--- src/rtl/fft256_pkg.sv ---
// Shared constants, FSM state encoding, bus payload types and address
// helpers for the 256-point in-place radix-2 FFT sequencer.
package fft256_pkg;

  localparam int unsigned N    = 256;
  localparam int unsigned LOGN = 8;
  localparam int unsigned SW   = 3;        // stage index width, log2(LOGN)
  localparam int unsigned JW   = LOGN - 1; // butterfly index width, log2(N/2)

  typedef enum logic [2:0] {
    ST_IDLE  = 3'd0,
    ST_LOAD  = 3'd1,
    ST_CALC  = 3'd2,
    ST_DRAIN = 3'd3,
    ST_OUT   = 3'd4
  } state_e;

  // Butterfly read-side addressing for one (stage, j) pair.
  typedef struct packed {
    logic [LOGN-1:0] a;
    logic [LOGN-1:0] b;
    logic [LOGN-2:0] tw;
  } bf_addr_t;

  // One slot of the write-back delay line.
  typedef struct packed {
    logic            en;
    logic [LOGN-1:0] a;
    logic [LOGN-1:0] b;
  } wb_slot_t;

  // Mirror the LOGN address bits.
  function automatic logic [LOGN-1:0] bitrev(input logic [LOGN-1:0] x);
    logic [LOGN-1:0] r;
    r = '0;
    for (int unsigned i = 0; i < LOGN; i++) begin
      r[i] = x[LOGN-1-i];
    end
    return r;
  endfunction

  // Insert a zero at bit 'stage' of j to get the upper operand; the lower
  // operand sits one span above it. Twiddle index scales the in-group offset.
  function automatic bf_addr_t bf_addr(input logic [SW-1:0] stage,
                                       input logic [JW-1:0] j);
    logic [LOGN-1:0] jj;
    logic [LOGN-1:0] span;
    logic [LOGN-1:0] lo;
    bf_addr_t        r;
    jj   = LOGN'(j);
    span = LOGN'(1) << stage;
    lo   = jj & (span - LOGN'(1));
    r.a  = ((jj >> stage) << (32'(stage) + 32'd1)) | lo;
    r.b  = r.a + span;
    r.tw = (LOGN-1)'(lo << (32'(LOGN - 1) - 32'(stage)));
    return r;
  endfunction

endpackage

--- src/rtl/fft_bf_addr_gen.sv ---
// Registered butterfly address generator plus the write-back delay line.
// Ports: clk/rst_n; issue_i, stage_i, j_i from the sequencer FSM;
// bf_rd_en_o/bf_addr_a_o/bf_addr_b_o/tw_addr_o one cycle after issue;
// wb_en_o/wb_addr_a_o/wb_addr_b_o the read-side values BF_LAT cycles later.
module fft_bf_addr_gen
  import fft256_pkg::*;
#(
  parameter int unsigned BF_LAT = 4
) (
  input  logic            clk,
  input  logic            rst_n,
  input  logic            issue_i,
  input  logic [SW-1:0]   stage_i,
  input  logic [JW-1:0]   j_i,
  output logic            bf_rd_en_o,
  output logic [LOGN-1:0] bf_addr_a_o,
  output logic [LOGN-1:0] bf_addr_b_o,
  output logic [LOGN-2:0] tw_addr_o,
  output logic            wb_en_o,
  output logic [LOGN-1:0] wb_addr_a_o,
  output logic [LOGN-1:0] wb_addr_b_o
);

  bf_addr_t addr_c;
  bf_addr_t rd_q;
  logic     rd_en_q;
  wb_slot_t dly_q [BF_LAT];

  assign addr_c = bf_addr(stage_i, j_i);

  // Read-side register; addresses read as zero when no butterfly is issued.
  always_ff @(posedge clk or negedge rst_n) begin
    if (!rst_n) begin
      rd_en_q <= 1'b0;
      rd_q    <= '0;
    end else begin
      rd_en_q <= issue_i;
      rd_q    <= issue_i ? addr_c : '0;
    end
  end

  // Write-back delay line, squashed by reset.
  always_ff @(posedge clk or negedge rst_n) begin
    if (!rst_n) begin
      for (int unsigned k = 0; k < BF_LAT; k++) dly_q[k] <= '0;
    end else begin
      dly_q[0] <= '{en: rd_en_q, a: rd_q.a, b: rd_q.b};
      for (int unsigned k = 1; k < BF_LAT; k++) dly_q[k] <= dly_q[k-1];
    end
  end

  assign bf_rd_en_o  = rd_en_q;
  assign bf_addr_a_o = rd_q.a;
  assign bf_addr_b_o = rd_q.b;
  assign tw_addr_o   = rd_q.tw;
  assign wb_en_o     = dly_q[BF_LAT-1].en;
  assign wb_addr_a_o = dly_q[BF_LAT-1].a;
  assign wb_addr_b_o = dly_q[BF_LAT-1].b;

endmodule

--- src/rtl/fft256_seq_ctrl.sv ---
// Frame sequencer for the in-place 256-point radix-2 FFT: bit-reversed load,
// 8 x 128 butterfly address issue with drain gaps, natural-order readout.
// Ports: clk/rst_n; valid_in_i/sop_in_i/inv_in_i input stream; wr_en_o/
// wr_addr_o load writes; bf_*/tw_*/wb_* butterfly control; out_rd_addr_o,
// valid_out_o, sop_out_o result stream; busy_o, drop_err_o status.
module fft256_seq_ctrl
  import fft256_pkg::*;
#(
  parameter int unsigned BF_LAT = 4,
  parameter int unsigned RD_LAT = 1
) (
  input  logic            clk,
  input  logic            rst_n,
  input  logic            valid_in_i,
  input  logic            sop_in_i,
  input  logic            inv_in_i,
  output logic            wr_en_o,
  output logic [LOGN-1:0] wr_addr_o,
  output logic            bf_rd_en_o,
  output logic [LOGN-1:0] bf_addr_a_o,
  output logic [LOGN-1:0] bf_addr_b_o,
  output logic [LOGN-2:0] tw_addr_o,
  output logic            tw_conj_o,
  output logic            wb_en_o,
  output logic [LOGN-1:0] wb_addr_a_o,
  output logic [LOGN-1:0] wb_addr_b_o,
  output logic [LOGN-1:0] out_rd_addr_o,
  output logic            valid_out_o,
  output logic            sop_out_o,
  output logic            busy_o,
  output logic            drop_err_o
);

  localparam int unsigned DW = (BF_LAT > 1) ? $clog2(BF_LAT) : 1;

  state_e          state_q, state_d;
  logic [LOGN-1:0] cnt_q, cnt_d;
  logic [LOGN-1:0] out_cnt_q, out_cnt_d;
  logic [SW-1:0]   stage_q, stage_d;
  logic [JW-1:0]   j_q, j_d;
  logic [DW-1:0]   drain_q, drain_d;
  logic            inv_q, inv_d;
  logic            wr_en_q, wr_en_d;
  logic [LOGN-1:0] wr_addr_q, wr_addr_d;
  logic            out_iss_q, out_iss_d;
  logic            out_sop_q, out_sop_d;
  logic [LOGN-1:0] out_addr_q, out_addr_d;
  logic            drop_q, drop_d;
  logic            busy_q;
  logic            bf_issue;
  logic [RD_LAT-1:0] vo_pipe_q, sop_pipe_q;

  // State register.
  always_ff @(posedge clk or negedge rst_n) begin
    if (!rst_n) state_q <= ST_IDLE;
    else        state_q <= state_d;
  end

  // Next-state logic.
  always_comb begin
    state_d = state_q;
    unique case (state_q)
      ST_IDLE:  if (valid_in_i && sop_in_i) state_d = ST_LOAD;
      ST_LOAD:  if (valid_in_i && !sop_in_i && cnt_q == LOGN'(N - 1)) state_d = ST_CALC;
      ST_CALC:  if (j_q == JW'(N / 2 - 1)) state_d = ST_DRAIN;
      ST_DRAIN: if (drain_q == DW'(BF_LAT - 1))
                  state_d = (stage_q == SW'(LOGN - 1)) ? ST_OUT : ST_CALC;
      ST_OUT:   if (out_cnt_q == LOGN'(N - 1)) state_d = ST_IDLE;
      default:  state_d = ST_IDLE;
    endcase
  end

  // Counter updates and next values of the registered strobes.
  always_comb begin
    cnt_d      = cnt_q;
    out_cnt_d  = out_cnt_q;
    stage_d    = stage_q;
    j_d        = j_q;
    drain_d    = drain_q;
    inv_d      = inv_q;
    wr_en_d    = 1'b0;
    wr_addr_d  = '0;
    out_iss_d  = 1'b0;
    out_sop_d  = 1'b0;
    out_addr_d = '0;
    drop_d     = 1'b0;
    bf_issue   = 1'b0;
    unique case (state_q)
      ST_IDLE: begin
        if (valid_in_i && sop_in_i) begin
          wr_en_d = 1'b1;
          inv_d   = inv_in_i;
          cnt_d   = LOGN'(1);
        end
      end
      ST_LOAD: begin
        if (valid_in_i) begin
          wr_en_d = 1'b1;
          if (sop_in_i) begin
            // Restart: index 0 is written again, direction re-sampled.
            inv_d = inv_in_i;
            cnt_d = LOGN'(1);
          end else begin
            wr_addr_d = bitrev(cnt_q);
            cnt_d     = cnt_q + LOGN'(1);
            if (cnt_q == LOGN'(N - 1)) begin
              stage_d = '0;
              j_d     = '0;
            end
          end
        end
      end
      ST_CALC: begin
        bf_issue = 1'b1;
        drop_d   = valid_in_i;
        j_d      = j_q + JW'(1);
        drain_d  = '0;
      end
      ST_DRAIN: begin
        drop_d  = valid_in_i;
        drain_d = drain_q + DW'(1);
        if (drain_q == DW'(BF_LAT - 1)) begin
          drain_d   = '0;
          stage_d   = stage_q + SW'(1);
          out_cnt_d = '0;
        end
      end
      ST_OUT: begin
        drop_d     = valid_in_i;
        out_iss_d  = 1'b1;
        out_addr_d = out_cnt_q;
        out_sop_d  = (out_cnt_q == '0);
        out_cnt_d  = out_cnt_q + LOGN'(1);
      end
      default: ;
    endcase
  end

  // Datapath registers.
  always_ff @(posedge clk or negedge rst_n) begin
    if (!rst_n) begin
      cnt_q      <= '0;
      out_cnt_q  <= '0;
      stage_q    <= '0;
      j_q        <= '0;
      drain_q    <= '0;
      inv_q      <= 1'b0;
      wr_en_q    <= 1'b0;
      wr_addr_q  <= '0;
      out_iss_q  <= 1'b0;
      out_sop_q  <= 1'b0;
      out_addr_q <= '0;
      drop_q     <= 1'b0;
      busy_q     <= 1'b0;
      vo_pipe_q  <= '0;
      sop_pipe_q <= '0;
    end else begin
      cnt_q      <= cnt_d;
      out_cnt_q  <= out_cnt_d;
      stage_q    <= stage_d;
      j_q        <= j_d;
      drain_q    <= drain_d;
      inv_q      <= inv_d;
      wr_en_q    <= wr_en_d;
      wr_addr_q  <= wr_addr_d;
      out_iss_q  <= out_iss_d;
      out_sop_q  <= out_sop_d;
      out_addr_q <= out_addr_d;
      drop_q     <= drop_d;
      busy_q     <= (state_d != ST_IDLE);
      // RAM read latency alignment for the output strobes.
      vo_pipe_q[0]  <= out_iss_q;
      sop_pipe_q[0] <= out_sop_q;
      for (int unsigned k = 1; k < RD_LAT; k++) begin
        vo_pipe_q[k]  <= vo_pipe_q[k-1];
        sop_pipe_q[k] <= sop_pipe_q[k-1];
      end
    end
  end

  fft_bf_addr_gen #(.BF_LAT(BF_LAT)) u_addr_gen (
    .clk         (clk),
    .rst_n       (rst_n),
    .issue_i     (bf_issue),
    .stage_i     (stage_q),
    .j_i         (j_q),
    .bf_rd_en_o  (bf_rd_en_o),
    .bf_addr_a_o (bf_addr_a_o),
    .bf_addr_b_o (bf_addr_b_o),
    .tw_addr_o   (tw_addr_o),
    .wb_en_o     (wb_en_o),
    .wb_addr_a_o (wb_addr_a_o),
    .wb_addr_b_o (wb_addr_b_o)
  );

  assign wr_en_o       = wr_en_q;
  assign wr_addr_o     = wr_addr_q;
  assign tw_conj_o     = inv_q;
  assign out_rd_addr_o = out_addr_q;
  assign valid_out_o   = vo_pipe_q[RD_LAT-1];
  assign sop_out_o     = sop_pipe_q[RD_LAT-1];
  assign busy_o        = busy_q;
  assign drop_err_o    = drop_q;

endmodule
--- config.mk ---
export PLATFORM = sky130hd
export DESIGN_NAME = fft256_seq_ctrl
export DESIGN_NICKNAME = d
export VERILOG_FILES = /design/src/rtl/fft256_pkg.sv /design/src/rtl/fft_bf_addr_gen.sv /design/src/rtl/fft256_seq_ctrl.sv
export SDC_FILE = /design/constraint.sdc
export NUM_CORES = 1
export LEC_CHECK = 0
export BUFFER_PORTS_ARGS = -buffer_cell sky130_fd_sc_hd__buf_2
export CAP_MARGIN = 30
export CORE_UTILIZATION = 40
export CTS_CLUSTER_DIAMETER = 30
export CTS_CLUSTER_SIZE = 8
export DETAILED_ROUTE_END_ITERATION = 10
export GPL_TIMING_DRIVEN = 1
export PLACE_DENSITY = 0.67
export SLEW_MARGIN = 20
export SYNTH_ARGS = -nofsm -noshare
export SYNTH_HDL_FRONTEND = slang
export SYNTH_SLANG_ARGS = --single-unit
--- constraint.sdc ---
create_clock -name clk -period 3.75 [get_ports clk]
set_input_delay 0.75 -clock clk [delete_from_list [all_inputs] [get_ports clk]]
set_output_delay 0.75 -clock clk [all_outputs]
set_load 0.05 [all_outputs]
# After elaboration in Yosys (flattened, before gate mapping)
# Index checks and enable logic that the tools add are counted.
# classes
n_addsub,9
eq_ne,15
shift,4
mux,40
bitwise_logic,2
reduce_logical,18
# ops
op,count
$mux 8,8
$pmux 8 s2,2
$shl 8x32->7,1
$shl 8x32->8,1
$mux 3,10
$mux 23,1
$mux 7,3
$add 8x1->8 const B,2
$eq 8x8->1 const B,2
$pmux 3 s5,1
$pmux 7 s2,1
$ne 2x2->1 const B,6
$reduce_bool 2->1,5
$mux 1,9
$add 8x8->8,1
$and 7x8->8,1
$logic_not 8->1,1
$or 8x8->8,1
$reduce_and 4->1,2
$shl 1x3->8 const A,1
$shr 7x3->8,1
$sub 8x1->8 const B,1
$add 7x1->7 const B,1
$eq 7x7->1 const B,1
other kinds (20),25
# totals
regBits,147
in_bits,5
wordCells,120

# Longest topological paths before layout
# logic_depth
depth_word,6
depth_mapped,17
depth_no_buf,14

# Modules after synthesis
# Synthesis repeated with hierarchy kept, for this count alone.
# unflattened
hier_cells,535
hier_area_um2,6227.2
# modules_own_cells
mod,n_inst,cells_each,area_each_um2,seq_area_each_um2
fft_bf_addr_gen,1,317,3832.4,2302.2
fft256_seq_ctrl,1,218,2394.8,1376.3

# Worst setup path before layout
# No wires, ideal clock.
# synth_path
kind,register to register
start,register stage_q[0]
end,register u_addr_gen.rd_q (netlist bit u_addr_gen.bf_addr_b_o[7])
setup_ns,0.070
t_arrival_ns,3.485
setup_slack_ns,0.195
stages_incl_launch_ff,17
path_buffers,5
synth_period_minus_slack_ns,3.555
cell_sequence,dfrtp_1 buf_6 buf_2 inv_1 buf_2 ha_1 clkbuf_1 clkbuf_1 a211oi_1 or3_1 ha_1 o21a_1 o2bb2ai_1 a21oi_1 or2_2 a211oi_1 nand3b_1
# synth_between
elab_chain_len,6
elab_cells_between_ends,9
classes_between,add/sub: 3; shift: 3; mux: 1; bitwise: 2
# synth_lines
item,line,rtl
from (decl),fft256_seq_ctrl.sv:39,"logic [SW-1:0] stage_q, stage_d;"
from (signal assigned),fft256_seq_ctrl.sv:160,stage_q <= stage_d;
$shl 1x3->8,fft256_pkg.sv:51,span = LOGN'(1) << stage;
$sub 8x1->8,fft256_pkg.sv:52,lo = jj & (span - LOGN'(1));
$and 7x8->8,fft256_pkg.sv:52,
$or 8x8->8,fft256_pkg.sv:53,r.a = ((jj >> stage) << (32'(stage) + 32'd1)) | lo;
$add 8x8->8 *,fft256_pkg.sv:54,r.b = r.a + span;
$mux 23 *,fft_bf_addr_gen.sv:38,rd_q <= issue_i ? addr_c : '0;
to (signal assigned),fft_bf_addr_gen.sv:38,
to (decl),fft_bf_addr_gen.sv:25,bf_addr_t rd_q;
# Every way passes the cells marked *; elsewhere a longest branch is shown, timed or not.
# A chain may end at the register's enable or synchronous reset.

# Worst setup path after layout
# Ends and elaborated chain as after synthesis.

==> results.txt <==
Filler cells: 1296
outcome: finished with violations
Final Hold Viols: 0
measured slew at the worst slew-check pin: 711 ps
pwr dens: 477 nW/um^2
critical path's largest stage delay: 560 ps
failing checks: DRC
Critical Path End: u_addr_gen.bf_addr_b_o[7]
minimum clock period: 3530 ps
max_cap viols: 0
initial antenna violation count: 0
die area: 15600 sq um
leak pwr: 3.70 nW
period utilization: 94.1%
critical path class: reg -> reg
Die Y: 125 microns
register clock-pin slew on the reported worst setup and hold paths: 60 ps
multi-input logic area: 2050 sq um
placed cell area: 6460 sq um
type of the most critical hold path: in -> async
Max VDD drop: 312 uV
postcts setup bufs: 0
Vias: 4117
number of global-route vias before repair: 4051
Storage cell area: 3680 sq um
dpl hpwl: 8180 microns
Vias/cell: 5.22
RSZ-0062 raised after global routing: no
WP data arrival: 3890 ps
# IOs: 68
Initial DRT Pass Iterations: 8
Max Slew Vio Count: 0
drt total wl: 11800 microns
r2r worst-path depth: 13
WL/cell: 14.9 microns
# H-tree levels: 4
row cnt: 44
ys flop type: dfrtp_1
first-pass GRT wire length: 19900 microns
Cell Chain, Critical Path: buf_4, mux2i_1, mux2i_1, a22oi_1, a211oi_1, or3_1, ha_1, o21a_1, o2bb2ai_1, a21oi_1, or2_2, a211oi_1, nand3b_1
Worst path slowest cell: dfrtp_1
syn avg cell area: 11.3 sq um
worst path required time: 4110 ps
die span in x: 125 microns
worst setup path start: stage_q[0]
Setup violations, final: 0
Port-buffer cells: 67
clock sinks: 147
1st-iter DRT viols: 365
TritonCTS Buffers: 17
Cell variety after synth: 59
GRT overflow: 0
Layout Area Growth over Synthesis: 17.1%
post-CTS resize count: 0
pin count of the biggest net entering global routing: 76
share of flip-flops with an asynchronous set or reset: 100%
R2R Path Start: stage_q[0]
synth warn: 0
Antenna Cells: 0
path length in cells of the critical path: 13
Reg2Reg Capture Point: u_addr_gen.bf_addr_b_o[7]
number of flops mapped to enable cells by yosys: 0
Final Wtd Congestion: 0.867
CTS Buffer Depth: 2
fraction of layout cells with a size suffix above 1: 21.3%
# DRC: 12
cell count after synthesis: 534
CTS tree: built
Mapped Nets: 558
fin area: 7060 sq um
Worst Skew: 9.26 ps
CP Buf/Inv Count: 1
Worst setup EP type: flop
CTS root buffer: clkbuf_16
crit-path leading delay family: compound AO/OA/AOI/OAI gates
Final nets: 616
Syn Std Cell Area: 6030 sq um
Final ANT Viol Nets: 0
Yosys reg bits: 147
post-route setup TNS: 0 ps
overall power: 0.00336 W
Starting Density: 41.2%
cts hold-fix bufs: 0
max frequency: 0.284 GHz
R2R setup slack: 220 ps
CP max FO: 10
core area: 14600 sq um
Slew HR: 52.5%
later-pin clock latency in the skew report: 430 ps
sequential element share of the synthesized area: 61.0%
GRT Total Usage: 16.5%
Worst setup SP type: flop
[power breakdown]
group | switching, W | internal [W] | leakage, nW
clock | 0.000724 | 0.000943 | 0.289
combinational | 0.0000651 | 0.0000201 | 1.42
sequential | 0.0000124 | 0.00160 | 1.99
[Yosys cell counts, types with 3 or more instances]
library cell / instances / share of area, %
o21a_1: 3 / 0.37
and2_1: 6 / 0.62
dfrtp_1: 147 / 61
nand2b_1: 7 / 0.73
nor2_1: 39 / 2.4
a21o_1: 4 / 0.50
mux2i_1: 8 / 1.3
nand3_1: 11 / 0.91
a22o_1: 5 / 0.73
a21boi_0: 4 / 0.50
buf_4: 17 / 2.1
inv_1: 14 / 0.87
mux2_2: 3 / 0.56
buf_2: 9 / 0.75
a31oi_1: 7 / 0.73
and3_1: 24 / 2.5
nor3_1: 10 / 0.83
ha_1: 18 / 3.7
a21oi_1: 18 / 1.5
or3_1: 4 / 0.42
a211oi_1: 6 / 0.75
clkbuf_1: 13 / 0.81
nor3b_1: 3 / 0.37
nand2_1: 52 / 3.2
xor2_1: 3 / 0.44
nor2b_1: 8 / 0.83
o21ai_0: 46 / 3.8
[stage by stage]
stage	instances	hold WS (ps)	setup slack [ps]	util (%)
6_report	789	319	223	48.2
3_3_place_gp	757	331	392	44.1
3_5_place_dp	757	335	310	44.1
5_1_grt	789	351	48.2	48.2
2_1_floorplan	534	331	195	-
4_1_cts	789	336	288	48.1
[logic make-up after synthesis]
family | count (synthesis) | synth area share (%)
AOI/OAI and AO/OA | 116 | 12.2
xor gates and xnor gates | 3 | 0.436
muxes | 13 | 2.51
DFF | 147 | 61.0
and+or+nand+nor | 177 | 14.7
adders and majority gates | 19 | 4.07
buffers and inverters | 59 | 5.04
[placed cells by master, fill, tap and decap left out, types with 3 or more instances in the layout]
cell type	netlist	final
inv_1	14	14
mux2_2	3	3
nand2b_1	7	7
nor2b_1	8	8
a21oi_1	18	18
and2_1	6	6
a21o_1	4	4
nor3b_1	3	3
o21a_1	3	3
buf_4	17	14
nand2_1	52	52
a22o_1	5	5
and3_1	24	24
ha_1	18	18
clkbuf_16	0	17
nor3_1	10	10
o21ai_0	46	46
a31oi_1	7	7
nor2_1	39	39
inv_6	0	5
xor2_1	3	3
mux2i_1	8	8
a211oi_1	6	6
or3_1	4	4
dfrtp_1	147	145
a21boi_0	4	4
nand3_1	11	11
buf_2	9	66
inv_8	0	4
[area by class of cell]
class / count / area share, %
well taps: 184 / 3.26
multi-input cells: 328 / 29.0
clock inverters: 15 / 2.29
inverters: 17 / 0.904
repair buffers: 81 / 6.33
clock buffers: 17 / 6.03
flip-flops and latches: 147 / 52.2
[metal layers]
layer / up-vias / part of all wire [%] / global-route usage (%)
met3: 27 / 5.2 / 4.34
met2: 130 / 47 / 25.7
li1: 1945 / - / -
met1: 2015 / 45 / 21.3
met4: 0 / 2.4 / 8.21
met5: - / 0 / 0
[registers in the layout, indices dropped and copies added (netlist names), 2 cells and up]
| register | cells |
|---|---|
| cnt_q | 8 |
| drain_q | 2 |
| j_q | 7 |
| out_cnt_q | 8 |
| out_rd_addr_o | 8 |
| stage_q | 3 |
| state_q | 3 |
| u_addr_gen.bf_addr_a_o | 8 |
| u_addr_gen.bf_addr_b_o | 8 |
| u_addr_gen.dly_q | 51 |
| u_addr_gen.tw_addr_o | 7 |
| u_addr_gen.wb_addr_a_o | 8 |
| u_addr_gen.wb_addr_b_o | 8 |
| wr_addr_o | 8 |
[how the worst min path moves through the flow]
| stage | end | slack [ps] | cells after the start |
|---|---|---|---|
| detailed placement | u_addr_gen.dly_q[22] | 330 | 0 |
| global placement | u_addr_gen.wb_addr_a_o[5] | 330 | 0 |
| global route | u_addr_gen.dly_q[43] | 350 | 0 |
| CTS | stage_q[1] | 340 | 1 |
| floorplan | sop_out_o | 330 | 0 |
| finish | cnt_q[7] | 320 | 1 |
[worst register-to-register path, stage by stage, from the launching register on]
cell,delay [ps]
dfrtp_1,560
buf_4,230
mux2i_1,240
mux2i_1,120
a22oi_1,310
a211oi_1,150
or3_1,400
ha_1,350
o21a_1,200
o2bb2ai_1,120
a21oi_1,100
or2_2,330
a211oi_1,230
nand3b_1,140
No activity file was read; power rests on OpenSTA's default activity.
